===== src/rtl/gpu_pkg.sv =====
// Shared compute-core definitions: scheduler states, write-source codes
// and the indices of the read-only thread-context registers.
package gpu_pkg;

    typedef enum logic [2:0] {
        ST_IDLE    = 3'b000,
        ST_FETCH   = 3'b001,
        ST_DECODE  = 3'b010,
        ST_REQUEST = 3'b011,
        ST_WAIT    = 3'b100,
        ST_EXECUTE = 3'b101,
        ST_UPDATE  = 3'b110,
        ST_DONE    = 3'b111
    } core_state_t;

    typedef enum logic [1:0] {
        MUX_ALU  = 2'b00,
        MUX_LSU  = 2'b01,
        MUX_IMM  = 2'b10,
        MUX_RSVD = 2'b11
    } reg_mux_t;

    localparam logic [3:0] REG_BLOCK_IDX  = 4'd13;
    localparam logic [3:0] REG_BLOCK_DIM  = 4'd14;
    localparam logic [3:0] REG_THREAD_IDX = 4'd15;

endpackage


===== src/rtl/thread_registers.sv =====
// Per-thread 16-entry register file: R0-R12 general purpose,
// R13-R15 read-only block index / block dim / thread index.
module thread_registers
    import gpu_pkg::*;
#(
    parameter int THREADS_PER_BLOCK = 4,
    parameter int THREAD_ID         = 0,
    parameter int DATA_BITS         = 8
) (
    input  logic                 clk,
    input  logic                 reset,
    input  logic                 enable,
    input  logic [7:0]           block_id,
    input  logic [2:0]           core_state,
    input  logic [3:0]           decoded_rd_address,
    input  logic [3:0]           decoded_rs_address,
    input  logic [3:0]           decoded_rt_address,
    input  logic                 decoded_reg_write_enable,
    input  logic [1:0]           decoded_reg_input_mux,
    input  logic [7:0]           decoded_immediate,
    input  logic [7:0]           alu_out,
    input  logic [7:0]           lsu_out,
    output logic [DATA_BITS-1:0] rs,
    output logic [DATA_BITS-1:0] rt,
    output logic                 write_fault
);

    logic [DATA_BITS-1:0] r_regs [16];
    logic [DATA_BITS-1:0] r_rs;
    logic [DATA_BITS-1:0] r_rt;
    logic                 r_fault;

    core_state_t          w_state;
    reg_mux_t             w_mux;
    logic                 w_update;
    logic                 w_ro_target;
    logic                 w_wr_en;
    logic [DATA_BITS-1:0] w_wr_data;

    assign w_state     = core_state_t'(core_state);
    assign w_mux       = reg_mux_t'(decoded_reg_input_mux);
    assign w_update    = (w_state == ST_UPDATE) && decoded_reg_write_enable;
    assign w_ro_target = (decoded_rd_address >= REG_BLOCK_IDX);

    always_comb begin
        w_wr_en   = 1'b0;
        w_wr_data = '0;
        if (w_update && !w_ro_target) begin
            unique case (w_mux)
                MUX_ALU: begin
                    w_wr_en   = 1'b1;
                    w_wr_data = DATA_BITS'(alu_out);
                end
                MUX_LSU: begin
                    w_wr_en   = 1'b1;
                    w_wr_data = DATA_BITS'(lsu_out);
                end
                MUX_IMM: begin
                    w_wr_en   = 1'b1;
                    w_wr_data = DATA_BITS'(decoded_immediate);
                end
                MUX_RSVD: begin
                    w_wr_en   = 1'b0;
                end
            endcase
        end
    end

    always_ff @(posedge clk or negedge reset) begin
        if (!reset) begin
            for (int i = 0; i < 14; i++) begin
                r_regs[i] <= '0;
            end
            r_regs[REG_BLOCK_DIM]  <= DATA_BITS'(THREADS_PER_BLOCK);
            r_regs[REG_THREAD_IDX] <= DATA_BITS'(THREAD_ID);
            r_rs    <= '0;
            r_rt    <= '0;
            r_fault <= 1'b0;
        end else if (enable) begin
            // Mirror runs every enabled edge; reads below still see the old R13.
            r_regs[REG_BLOCK_IDX] <= DATA_BITS'(block_id);
            if (w_state == ST_REQUEST) begin
                r_rs <= r_regs[decoded_rs_address];
                r_rt <= r_regs[decoded_rt_address];
            end
            if (w_wr_en) begin
                r_regs[decoded_rd_address] <= w_wr_data;
            end
            if (w_update && w_ro_target) begin
                r_fault <= 1'b1;
            end
        end
    end

    assign rs          = r_rs;
    assign rt          = r_rt;
    assign write_fault = r_fault;

endmodule

===== config.mk =====
export PLATFORM = sky130hd
export DESIGN_NAME = thread_registers
export DESIGN_NICKNAME = d
export VERILOG_FILES = /design/src/rtl/gpu_pkg.sv /design/src/rtl/thread_registers.sv
export SDC_FILE = /design/constraint.sdc
export NUM_CORES = 1
export LEC_CHECK = 0
export CORE_MARGIN = 2
export CORE_UTILIZATION = 60
export DETAILED_ROUTE_END_ITERATION = 8
export DONT_BUFFER_PORTS = 1
export PLACE_DENSITY = 0.72
export SETUP_SLACK_MARGIN = 0.5
export SLEW_MARGIN = 30
export SYNTH_ARGS = -nofsm -noshare
export SYNTH_HDL_FRONTEND = slang
export SYNTH_SLANG_ARGS = --single-unit

===== constraint.sdc =====
create_clock -name clk -period 2 [get_ports clk]
set_input_delay 0.6 -clock clk [delete_from_list [all_inputs] [get_ports clk]]
set_output_delay 0.6 -clock clk [all_outputs]
set_load 0.05 [all_outputs]

==> flow_summary.json <==
{
  "status": "finished, violations left",
  "violations": "hold timing",
  "grtUsageTotal": 0.312,
  "start_util": 0.607,
  "dp_hpwl_mm": 11.9,
  "worst_path_largest_cell_delay_ns": 0.39,
  "grt_pass1_wl_mm": 30.1,
  "post-route-util": 0.742,
  "slowest_stage": "or3_4",
  "cap_viol_max_count": 0,
  "antenna_found_initial": 0,
  "via_per_inst": 6.67,
  "io_pins": 70,
  "hold_path.class": "in -> async",
  "cts_tree": "done",
  "worst_setup_path_end_kind": "register",
  "ys_async_sr_fraction": 1.00,
  "htree_levels": 4,
  "clk_pin_slew_ns": 0.06,
  "drive_gt1_frac": 0.612,
  "post-route-min-period_ns": 1.66,
  "p_leak_uw": 0.00414,
  "first_iter_violations": 289,
  "crit_arrival_ns": 1.96,
  "syn_nets": 561,
  "rsz0062_at_grt": "true",
  "ir_worst_vdd_mv": 0.590,
  "cts.sinks": 145,
  "fin_tns_setup_ns": 0,
  "r2r-start": "r_regs[22]$_DFFE_PN0P_",
  "path_delay_family": "simple AND/OR/NAND/NOR gates",
  "drt_wl_total_mm": 20.6,
  "synth.avg_cell_area_sq_um": 15.0,
  "critPathLaunch": "core_state[0]",
  "fmax_mhz": 604,
  "syn2layout_area_growth_pct": 22.1,
  "synth_cell_types": 34,
  "dieArea_sq_um": 13600,
  "crit_fanout": 8,
  "post-route-drc-count": 0,
  "crit_chain": "and4b_2 -> nand3_2 -> or3_4 -> buf_8 -> mux2_4",
  "power_density_nw_per_um2": 683,
  "gp_congestion": 0.904,
  "die_w_um": 117,
  "worstPathBufferInverterCount": 1,
  "clock_latency_ns": 0.42,
  "final_max_slew_viol_count": 0,
  "slew_headroom": 0.694,
  "grt.overflow.total": 0,
  "hold_viol": 144,
  "p_total_uw": 6340,
  "port_buffers": 0,
  "fin_nets": 587,
  "timing.final.crit_share": 0.828,
  "worstMarginPinSlew_ns": 0.459,
  "setup_viol": 0,
  "synth_warnings": 0,
  "grt_pass1_vias": 5099,
  "ys_seq_area_frac": 0.478,
  "drtAntennaViolNets": 0,
  "synth_seq_cells": 145,
  "rows": 41,
  "cts_buffers": 17,
  "worstSetupStartpointType": "primary input",
  "drt_first_pass_iters": 4,
  "cts.path.max_buffers": 2,
  "whs_ns": -0.129,
  "grt_max_degree": 146,
  "vias": 4786,
  "n_antenna_cell": 0,
  "syn_inst": 508,
  "die_h_um": 117,
  "multi_input_area_sq_um": 4220,
  "fill_cells": 760,
  "timing.setup.critical_path_class": "in -> reg",
  "synth-edff-count": 0,
  "ff_latch_area_sq_um": 3650,
  "clock-root-buffer": "clkbuf_16",
  "synth_ff_type": "dfrtp_1",
  "final.setup_skew_ns": 0.00423,
  "synth.cell_area_sq_um": 7600,
  "core_area_sq_um": 12500,
  "post_drt_wl_per_cell_um": 28.7,
  "crit_required_ns": 2.31
}
power breakdown:
part	switching [uW]	internal, uW	total [uW]
Sequential	109	2980	3090
Combinational	89.7	165	254
Clock	1170	1830	3000
cell usage in the layout (no fill, tap or decap), types with 6 or more instances in the layout:
cell       count
a22oi_2        6
buf_4         24
dfrtp_2       17
mux2_4        82
nor2_4         8
buf_12         8
mux2i_1       30
buf_6         25
or2_2          8
o21ai_1       13
dfrtp_1      127
a21oi_4        7
mux4_2        64
mux2_2        37
nand2_1       12
clkbuf_16     17
worst paths after layout:
check / depth (start not counted) / slack (ns) / endpoint
setup / recovery: 5 / 0.34 / r_regs[29]$_DFFE_PN0P_
hold / removal: 0 / -0.13 / r_regs[119]$_DFFE_PN0P_
setup reg to reg: 4 / 0.39 / rt[6]$_DFFE_PN0P_
hold reg to reg: 0 / 0.37 / r_regs[10]$_DFFE_PN1P_
max in group asynchronous: 0 / 1.86 / r_regs[10]$_DFFE_PN1P_
min in group clk: 1 / 0.33 / r_regs[21]$_DFFE_PN0P_
cell families (layout without fill, tap and decap cells):
group | after synthesis | in the layout | synth area share
multiplexers | 215 | 215 | 0.412
flip-flops | 145 | 145 | 0.478
AND/OR/NAND/NOR | 55 | 55 | 0.0431
AO/OA/AOI/OAI | 40 | 40 | 0.0336
buffers and inverters | 53 | 91 | 0.0336
timing repair:
action | in CTS | in global routing
endpoints found under the setup margin | 128 | 136
buffers inserted | 9 | 9
resized for setup | 113 | 60
pin swaps | 9 | 10
endpoints found under the hold margin | 144 | 144
cloned | 5 | 3
synth_stat cells (4+ instances only):
cell / instances / share of area
clkbuf_1: 33 / 0.016
nor2_2: 8 / 0.0066
o21ai_0: 14 / 0.0092
mux2_2: 111 / 0.16
a2bb2oi_1: 7 / 0.0081
a21oi_1: 8 / 0.0053
nor2_1: 5 / 0.0025
nand2_1: 13 / 0.0064
mux2i_1: 32 / 0.042
mux4_2: 64 / 0.19
or2_2: 9 / 0.0074
buf_2: 9 / 0.0059
a22oi_1: 7 / 0.0069
mux2_4: 8 / 0.016
nand2b_1: 5 / 0.0041
dfrtp_1: 144 / 0.47
buf_6: 4 / 0.0059
buf_4: 4 / 0.0040
registers in the layout (all words and copies together), names as in the netlist:
register and count:
rt 8, r_regs 128, rs 8, write_fault 1
per-layer routing:
layer	vias up	routed length, um	global-route usage
li1	1984	-	-
met1	2590	8060	0.410
met2	184	10500	0.503
met3	28	1520	0.0898
met4	0	465	0.110
met5	-	0	0
area by class of cell:
type | instances | share of cell area
clock inverter | 5 | 0.00566
timing repair buffer | 58 | 0.0686
multi-input combinational | 310 | 0.455
tap | 172 | 0.0232
sequential | 145 | 0.393
inverter | 2 | 0.000809
clock buffer | 26 | 0.0538
metrics by stage:
step,setup slack (ns),cells,instance area (sq um)
global placement,-0.0656,661,7950
finish,0.345,718,9280
floorplan,0.00745,508,7790
global route,0.341,718,9280
detailed placement,-0.0856,661,7950
CTS,0.390,706,8970
worst register-to-register path, cell delays in order, from the launching register on:
cell and delay [ns]:
dfrtp_1 0.39, mux4_2 0.49, mux4_2 0.49, nor2_2 0.09, nor2_1 0.05
Note: power is estimated with default switching activity, not from simulation.
